`src/rtl/range_lookup_engine.sv`:
```
// rtl/range_lookup_engine.sv - scans the allocation range buffer for lookup/free matches
// Optional statistics outputs are enabled by defining RANGE_LOOKUP_STATS_EN.
module range_lookup_engine #(
    parameter int SIZE  = 8,
    parameter int IDX_W = $clog2(SIZE)
) (
    input  logic             clk_i,
    input  logic             rst_ni,
    input  logic             req_valid_i,
    output logic             req_ready_o,
    input  logic             req_free_i,
    input  logic [31:0]      req_addr_i,
    output logic             buf_rd_en_o,
    output logic [IDX_W-1:0] buf_rd_idx_o,
    input  logic [63:0]      buf_rd_data_i,
    input  logic             buf_wr_seen_i,
    output logic             buf_clr_o,
    output logic [IDX_W-1:0] buf_clr_idx_o,
    output logic             resp_valid_o,
    input  logic             resp_ready_i,
    output logic             resp_hit_o,
    output logic [IDX_W-1:0] resp_idx_o,
    output logic [31:0]      resp_first_o,
    output logic [31:0]      resp_last_o
`ifdef RANGE_LOOKUP_STATS_EN
    ,
    output logic [31:0]      stat_hits_o,
    output logic [31:0]      stat_misses_o,
    output logic [15:0]      stat_restarts_o
`endif
);

    typedef enum logic [1:0] {IDLE, SCAN, RESP} state_t;

    state_t           state;
    logic [IDX_W:0]   issue_cnt;
    logic             cmp_valid;
    logic [IDX_W-1:0] cmp_idx;
    logic [31:0]      addr_q;
    logic             free_q;

    logic [31:0] entry_first;
    logic [31:0] entry_last;
    logic        entry_match;
    logic        cmp_hit;
    logic        cmp_end;

    assign entry_first = buf_rd_data_i[63:32];
    assign entry_last  = buf_rd_data_i[31:0];

    always_comb begin
        entry_match = 1'b0;
        if (buf_rd_data_i != 64'd0) begin
            if (free_q)
                entry_match = (addr_q == entry_first);
            else
                entry_match = (entry_first <= addr_q) && (addr_q <= entry_last);
        end
    end

    // A buffer write in the same cycle invalidates whatever is being compared.
    assign cmp_hit = cmp_valid && entry_match && !buf_wr_seen_i;
    assign cmp_end = cmp_valid && (cmp_idx == IDX_W'(SIZE - 1)) && !buf_wr_seen_i;

    always_ff @(posedge clk_i or negedge rst_ni) begin
        if (!rst_ni) begin
            state         <= IDLE;
            issue_cnt     <= '0;
            cmp_valid     <= 1'b0;
            cmp_idx       <= '0;
            addr_q        <= '0;
            free_q        <= 1'b0;
            req_ready_o   <= 1'b0;
            buf_rd_en_o   <= 1'b0;
            buf_rd_idx_o  <= '0;
            buf_clr_o     <= 1'b0;
            buf_clr_idx_o <= '0;
            resp_valid_o  <= 1'b0;
            resp_hit_o    <= 1'b0;
            resp_idx_o    <= '0;
            resp_first_o  <= '0;
            resp_last_o   <= '0;
`ifdef RANGE_LOOKUP_STATS_EN
            stat_hits_o     <= '0;
            stat_misses_o   <= '0;
            stat_restarts_o <= '0;
`endif
        end else begin
            buf_clr_o     <= 1'b0;
            buf_clr_idx_o <= '0;
            case (state)
                IDLE: begin
                    req_ready_o <= 1'b1;
                    if (req_valid_i && req_ready_o) begin
                        req_ready_o <= 1'b0;
                        addr_q      <= req_addr_i;
                        free_q      <= req_free_i;
                        issue_cnt   <= '0;
                        cmp_valid   <= 1'b0;
                        state       <= SCAN;
                    end
                end
                SCAN: begin
                    if (buf_wr_seen_i) begin
                        buf_rd_en_o  <= 1'b1;
                        buf_rd_idx_o <= '0;
                        issue_cnt    <= (IDX_W+1)'(1);
                        cmp_valid    <= 1'b0;
`ifdef RANGE_LOOKUP_STATS_EN
                        if (stat_restarts_o != '1)
                            stat_restarts_o <= stat_restarts_o + 16'd1;
`endif
                    end else if (cmp_hit || cmp_end) begin
                        state        <= RESP;
                        buf_rd_en_o  <= 1'b0;
                        cmp_valid    <= 1'b0;
                        resp_valid_o <= 1'b1;
                        resp_hit_o   <= cmp_hit;
                        resp_idx_o   <= cmp_hit ? cmp_idx : '0;
                        resp_first_o <= cmp_hit ? entry_first : 32'd0;
                        resp_last_o  <= cmp_hit ? entry_last : 32'd0;
                        if (cmp_hit && free_q) begin
                            buf_clr_o     <= 1'b1;
                            buf_clr_idx_o <= cmp_idx;
                        end
                    end else begin
                        if (issue_cnt < (IDX_W+1)'(SIZE)) begin
                            buf_rd_en_o  <= 1'b1;
                            buf_rd_idx_o <= issue_cnt[IDX_W-1:0];
                            issue_cnt    <= issue_cnt + (IDX_W+1)'(1);
                        end else begin
                            buf_rd_en_o <= 1'b0;
                        end
                        cmp_valid <= buf_rd_en_o;
                        cmp_idx   <= buf_rd_idx_o;
                    end
                end
                RESP: begin
                    if (resp_ready_i) begin
                        state        <= IDLE;
                        req_ready_o  <= 1'b1;
                        resp_valid_o <= 1'b0;
                        resp_hit_o   <= 1'b0;
                        resp_idx_o   <= '0;
                        resp_first_o <= '0;
                        resp_last_o  <= '0;
`ifdef RANGE_LOOKUP_STATS_EN
                        if (resp_hit_o && stat_hits_o != '1)
                            stat_hits_o <= stat_hits_o + 32'd1;
                        if (!resp_hit_o && stat_misses_o != '1)
                            stat_misses_o <= stat_misses_o + 32'd1;
`endif
                    end
                end
                default: state <= IDLE;
            endcase
        end
    end

endmodule

```
`config.mk`:
```
export PLATFORM = sky130hd
export DESIGN_NAME = range_lookup_engine
export DESIGN_NICKNAME = d
export VERILOG_FILES = /design/src/rtl/range_lookup_engine.sv
export SDC_FILE = /design/constraint.sdc
export NUM_CORES = 1
export LEC_CHECK = 0
export CORE_MARGIN = 4
export CORE_UTILIZATION = 40
export CTS_CLUSTER_DIAMETER = 50
export DETAILED_ROUTE_END_ITERATION = 7
export HOLD_SLACK_MARGIN = 0.06
export PLACE_DENSITY = 0.66
export SKIP_LAST_GASP = 1
export SYNTH_ARGS = -nofsm -noshare
export SYNTH_HDL_FRONTEND = slang
export SYNTH_SLANG_ARGS = --single-unit
```
`constraint.sdc`:
```
create_clock -name clk_i -period 4.05 [get_ports clk_i]
set_clock_uncertainty 0.1 [all_clocks]
set_input_delay 0.81 -clock clk_i [delete_from_list [all_inputs] [get_ports clk_i]]
set_output_delay 0.81 -clock clk_i [all_outputs]
set_load 0.03 [all_outputs]
```
==> flow_metrics.tcl, run 1 <==
set metrics [dict create \
    criticalPathCategory "input port to flip-flop" \
    critPathSlowestCell "or4_1" \
    power_mw 6.28 \
    final-setup-viol-count 0 \
    instances_no_fill 1023 \
    synth_top_area_share_pct 47.3 \
    rsz0062_at_grt "false" \
    cts-root-buf "clkbuf_16" \
    placed_area_um2 8510 \
    first_pass_iters 5 \
    worst_pin_slew_ns 0.911 \
    yosysMostFrequentCell "dfrtp_1" \
    synth_top_flop_cell "dfrtp_1" \
    cts.reportedPaths.clkPinSlew_ns 0.05 \
    fmax_mhz 264 \
    cts_buffers 17 \
    grt_first_pass_wirelength_mm 32.7 \
    syn_area_um2 6400 \
    antenna_left 0 \
    chipHeight_um 134 \
    yosys-top-cells-area "dfrtp_1 (47%), ha_1 (13%), a32o_1 (11%), inv_1 (3.9%), nand2_1 (3.5%)" \
    dieArea_um2 18100 \
    track_usage_pct 23.1 \
    place_inst 991 \
    pin_count 180 \
    wl_met2_mm 9.64 \
    hold_class "flip-flop to flip-flop" \
    critPathArrivalTime_ns 3.99 \
    highest_layer "met4" \
    drt_iter0_markers 359 \
    nets 966 \
    worstHoldPathCells 2 \
    synthTopCellsByCount "dfrtp_1 (121), a32o_1 (69), inv_1 (66)" \
    critPathMaxFanout 4 \
    worst_setup_path_end_kind "flip-flop" \
    fin_crit_ns 3.79 \
    synth.ff_latch_count 121 \
    critPathRequiredTime_ns 4.25 \
    start_kind "input port" \
    post_cts_resize_count 0 \
    clockBufferDepth 2 \
    syn_inst 607 \
    cts_setup_buffers 0 \
    synthArstFlopShare_pct 100 \
    io_buffers 179 \
    synth_edf_count 0 \
    power_density_nw_per_um2 687 \
    hpwl_mm 15.6 \
    core.rowCount 45 \
    wire_per_inst_um 20.0 \
    start_util_pct 41.5 \
    drv_cap 0 \
    nFillCells 1299 \
    vias 5751 \
    crit_path_cell_trace "clkdlybuf4s50_1 > inv_1 > ha_1 > nand4_1 > or4_1 > a21oi_1 > a211oi_1 > a211o_1 > and4_4 > nor4_4 > mux2_1" \
    outcome "complete, no violations" \
    cts_max_level 4 \
    clkLatencyLatePin_ns 0.41 \
    coreArea_um2 15400 \
    drive_gt1_share_pct 8.00 \
    syn_nets 774 \
    yosysTopAreaCell "dfrtp_1" \
    ys_seq_area_share_pct 47.3 \
    drc 0 \
    synth_cell_types 45 \
    drt-met1-wl_mm 8.98 \
    max_stage_delay_ns 0.59 \
    synth_warnings 0 \
    place.gp.congestion 0.902 \
    cts_tree "done" \
    routed-wl-met3_mm 1.38 \
    finalCritPeriodShare_pct 93.6 \
    hold_buffers 0 \
    antenna_found_initial 0 \
    drv_slew 0 \
    finalHoldViolations 0 \
    grt_max_degree 72 \
    rr_worst_depth 11 \
    num_antenna_cells 0 \
    syn_avg_cell_area_um2 10.5 \
    max_slew_margin_pct 39.2 \
    grt_pass1_vias 6069 \
    cts.sink_count 121 \
    drt-total-wl_mm 20.4 \
    fin_area_um2 9140 \
    p_leak_nw 4.11 \
    die_w_um 134 \
    peakVddDrop_mv 0.397 \
    overflow 0 \
    viasPerCell 5.62 \
    syn_to_final_growth_pct 42.9 \
]
## per-layer routing
metal	track usage [%]	vias up
li1	-	2666
met1	31.3	2811
met2	36.6	238
met3	6.22	36
met4	6.90	0
met5	0	-
## cell families after synthesis
kind of cell / count (synthesis) / synth area share [%]
AO/OA/AOI/OAI: 173 / 20.7
adder cells (fa/ha/maj): 65 / 12.7
buffers and inverters: 100 / 6.98
flip-flops: 121 / 47.3
multiplexers: 3 / 0.528
AND/OR/NAND/NOR: 145 / 11.7
## registers in the layout, summed over array words and instances, names as in the netlist, 3 cells and up
register,cells
issue_cnt,4
buf_clr_idx_o,3
resp_first_o,32
cmp_idx,3
buf_rd_idx_o,3
resp_last_o,32
addr_q,32
resp_idx_o,3
## worst max-delay path, delay by kind of cell
kind	cells	cell delay, ns
buffers and inverters	2	0.62
adder cells (fa/ha/maj)	1	0.33
AND/OR/NAND/NOR	4	1.28
multiplexers	1	0.36
AO/OA/AOI/OAI	3	0.59
## where the power goes
| group | switching, mW | total [mW] | internal [mW] |
|---|---|---|---|
| sequential | 0.330 | 1.99 | 1.66 |
| clock | 0.532 | 1.64 | 1.10 |
| combinational | 1.48 | 2.66 | 1.18 |
## final timing paths
check / start / end / slack [ns]
min in group asynchronous: rst_ni / resp_last_o[28] / 0.41
setup / recovery: buf_rd_data_i[15] / cmp_idx[2] / 0.26
hold reg to reg: resp_valid_o / resp_valid_o / 0.40
hold / removal: resp_valid_o / resp_valid_o / 0.40
setup reg to reg: addr_q[11] / resp_last_o[4] / 0.75
max in group asynchronous: rst_ni / resp_last_o[19] / 2.52
## through the flow
stage               utilization [%]  setup slack [ns]  hold slack (ns)  setup TNS [ns]
finish                         59.2             0.258            0.400               0
global route                   59.2            0.0520            0.414               0
CTS                            59.2             0.261            0.396               0
global placement               55.2            -0.127            0.376           -1.68
floorplan                         -             0.655            0.391               0
detailed placement             55.2            -0.149            0.371           -4.99
## placed cells by master, fill, tap and decap left out, types with 2 or more instances in the layout
| master | synthesis | routed |
|---|---|---|
| nand2_1 | 60 | 60 |
| inv_1 | 66 | 66 |
| nor2_1 | 11 | 11 |
| and4_1 | 4 | 4 |
| nor2b_1 | 3 | 3 |
| a211o_1 | 3 | 3 |
| nand4_1 | 17 | 17 |
| buf_12 | 0 | 3 |
| a32o_1 | 69 | 69 |
| a21oi_1 | 26 | 26 |
| and2_1 | 4 | 4 |
| nand3_1 | 11 | 11 |
| dfrtp_1 | 121 | 121 |
| or2_2 | 2 | 2 |
| a211oi_1 | 4 | 4 |
| or3_1 | 2 | 2 |
| ha_1 | 65 | 65 |
| clkdlybuf4s50_1 | 0 | 178 |
| mux2_1 | 3 | 3 |
| nor3_1 | 4 | 3 |
| a21o_1 | 9 | 9 |
| clkbuf_16 | 0 | 17 |
| o21ai_0 | 41 | 41 |
| o211ai_1 | 7 | 7 |
| nor4_1 | 19 | 19 |
| buf_4 | 3 | 26 |
| clkbuf_1 | 22 | 5 |
| nand2b_1 | 3 | 3 |
| bufinv_16 | 0 | 5 |
| o31ai_1 | 2 | 2 |
| clkinv_2 | 0 | 4 |
## final cells by class
cell class	instances	area, um^2	area share [%]
inverters	66	248	2.71
repair buffers	207	2040	22.3
well taps	211	264	2.89
multi-input cells	386	2930	32.1
flip-flops and latches	121	3030	33.1
clock buffers	23	458	5.01
clock inverters	9	170	1.86
Power figures use the tool's default switching activity.
==> inputs of run 2 (changes only) <==
PLACE_DENSITY = 0.69   (was 0.66)
==> run 2 against run 1 <==
Effect of this change:
- worst hold slack lost 0.018 ns
- global-route usage is 0.15 points lower
- core utilization grew 0.73 points
- clock power about the same
- sequential power about the same
- setup slack improved by 0.091 ns
- critical path type unchanged
- largest power group unchanged
==> flow_metrics.tcl, run 2 (synthesis gave the netlist of run 1 again) <==
set metrics [dict create \
    layout_commonest_cell "clkdlybuf4s50_1" \
    first_pass_iters 5 \
    crit_path_cell_trace "clkdlybuf4s50_1 > inv_1 > ha_1 > nand4_1 > or4_1 > a21oi_1 > a211oi_1 > a211o_1 > and4_4 > nor4_4 > mux2_1" \
    instances_no_fill 1038 \
    finalHoldViolations 0 \
    drv_slew 0 \
    pin_count 180 \
    worst_r2r_endpoint "resp_first_o[8]" \
    path_buf_inv 2 \
    antenna_left 0 \
    power_mw 6.27 \
    max_slew_margin_pct 29.4 \
    clockBufferDepth 2 \
    num_antenna_cells 0 \
    die_w_um 134 \
    internal_power_mw 3.90 \
    hold_buffers 0 \
    worst_setup_path_end_kind "flip-flop" \
    criticalPathCategory "input port to flip-flop" \
    hold_class "flip-flop to flip-flop" \
    worstHoldPathCells 2 \
    hold-path-endpoint "resp_valid_o" \
    post_cts_resize_count 0 \
    multi_input_area_um2 2930 \
    drv_cap 0 \
    antenna_found_initial 0 \
    viasPerCell 5.53 \
    cts.sink_count 121 \
    drt_iter0_markers 423 \
    seq_area_um2 3030 \
    drt-total-wl_mm 20.3 \
    cts_setup_buffers 0 \
    cts_max_level 4 \
    wire_per_inst_um 19.6 \
    rsz0062_at_grt "false" \
    r2r-start "addr_q[9]" \
    chipHeight_um 134 \
    peakVddDrop_mv 0.301 \
    critPathMaxFanout 4 \
    clkLatencyLatePin_ns 0.42 \
    start_util_pct 41.5 \
    seqPwrFrac_pct 31.5 \
    cts_buffers 17 \
    fin_crit_ns 3.70 \
    nets 981 \
    place_inst 1006 \
    cts-root-buf "clkbuf_16" \
    finalCritPeriodShare_pct 91.4 \
    critPathSlowestCell "or4_1" \
    max_stage_delay_ns 0.58 \
    hpwl_mm 15.6 \
    min_from "resp_valid_o" \
    grt_first_pass_wirelength_mm 32.7 \
    final_cell_mix "clkdlybuf4s50_1 (178), dfrtp_1 (121), a32o_1 (69), inv_1 (66), ha_1 (65)" \
    place.gp.congestion 0.866 \
    power_switching_share_pct 37.8 \
    nFillCells 1328 \
    largestRegisters "addr_q x32, resp_first_o x32, resp_last_o x32" \
    cts.reportedPaths.clkPinSlew_ns 0.06 \
    p_switching_mw 2.37 \
    overflow 0 \
    power_density_nw_per_um2 678 \
    timing.reg2reg.setup_slack_ns 0.84 \
    drive_gt1_share_pct 10.3 \
    final-setup-viol-count 0 \
    outcome "complete, no violations" \
    syn_to_final_growth_pct 44.6 \
    fin_util_pct 60.0 \
    pwr-share-comb_pct 42.8 \
    worst_pin_slew_ns 1.06 \
    coreArea_um2 15400 \
    io_buffers 179 \
    vias 5744 \
    critPathRequiredTime_ns 4.25 \
    critPathArrivalTime_ns 3.90 \
    core.rowCount 45 \
    grt_max_degree 71 \
    p_leak_nw 4.18 \
    grt_pass1_vias 6091 \
    crit_family "simple AND/OR/NAND/NOR gates" \
    start_kind "input port" \
    fmax_mhz 270 \
    p_clk_share_pct 25.7 \
    dieArea_um2 18100 \
    track_usage_pct 23.0 \
    rr_worst_depth 12 \
    cts_tree "done" \
    drc 0 \
]
run 2: cell types whose count changed in the layout (fill, tap and decap cells not counted):
| cell | previous run | this run |
|---|---|---|
| bufinv_16 | 5 | 4 |
| clkbuf_8 | 1 | 2 |
| clkinvlp_4 | 0 | 4 |
| clkinv_2 | 4 | 5 |
| buf_4 | 26 | 41 |
| clkbuf_1 | 5 | 0 |
run 2: through the flow:
step | hold slack, ns | cell area (um^2) | setup TNS [ns] | setup WS (ns)
detailed placement | 0.362 | 8620 | -0.392 | -0.0412
floorplan | 0.391 | 6400 | 0 | 0.655
finish | 0.381 | 9250 | 0 | 0.349
global route | 0.427 | 9250 | 0 | 0.0920
global placement | 0.363 | 8620 | 0 | 0.0852
CTS | 0.387 | 9250 | 0 | 0.368
run 2: worst reg2reg max path, stage by stage (launching register included):
cell      delay [ns]
dfrtp_1         0.38
inv_1           0.07
ha_1            0.30
nand4_1         0.16
or3_1           0.41
nor2_1          0.17
nand3_1         0.10
a211oi_1        0.40
nand4_1         0.19
buf_4           0.19
nor3_4          0.19
buf_12          0.28
a32o_1          0.19
run 2: area by class of cell:
type	instances	area share (%)
Clock buffer	19	4.90
Clock inverter	13	1.89
Inverter	66	2.68
Multi-Input combinational cell	386	31.7
Sequential cell	121	32.7
Tap cell	211	2.85
Timing Repair Buffer	222	23.2
run 2: metal layers:
metal,vias to the layer above,wire [um],GRT usage (%)
met3,37,1450,6.18
met5,-,0,0
met4,0,555,8.99
met2,242,9660,36.4
li1,2686,-,-
met1,2779,8650,30.2
run 2: how the worst max path moves through the flow:
stage                            startpoint              end  cells after the start
after floorplan           buf_rd_data_i[13]       cmp_idx[1]                     11
after global placement     buf_rd_data_i[9]       cmp_idx[2]                     11
after detailed placement  buf_rd_data_i[13]       cmp_idx[0]                     11
after CTS                 buf_rd_data_i[13]  resp_first_o[8]                     13
after global routing      buf_rd_data_i[51]  resp_first_o[2]                     12
final                     buf_rd_data_i[13]       cmp_idx[0]                     11
run 2: power groups by stage:
stage | combinational, mW | clock [mW] | sequential (mW)
global placement | 2.60 | 0 | 1.98
CTS | 2.70 | 1.64 | 1.98
finish | 2.69 | 1.61 | 1.98
global route | 2.95 | 1.69 | 2.03
floorplan | 1.18 | 0 | 2.38
detailed placement | 2.68 | 0 | 1.99
==> inputs of run 3 (changes only) <==
CTS_CLUSTER_DIAMETER = default   (was 50)
==> results of run 3 <==
Final layout, timing and power as in run 2 (identical DEF).
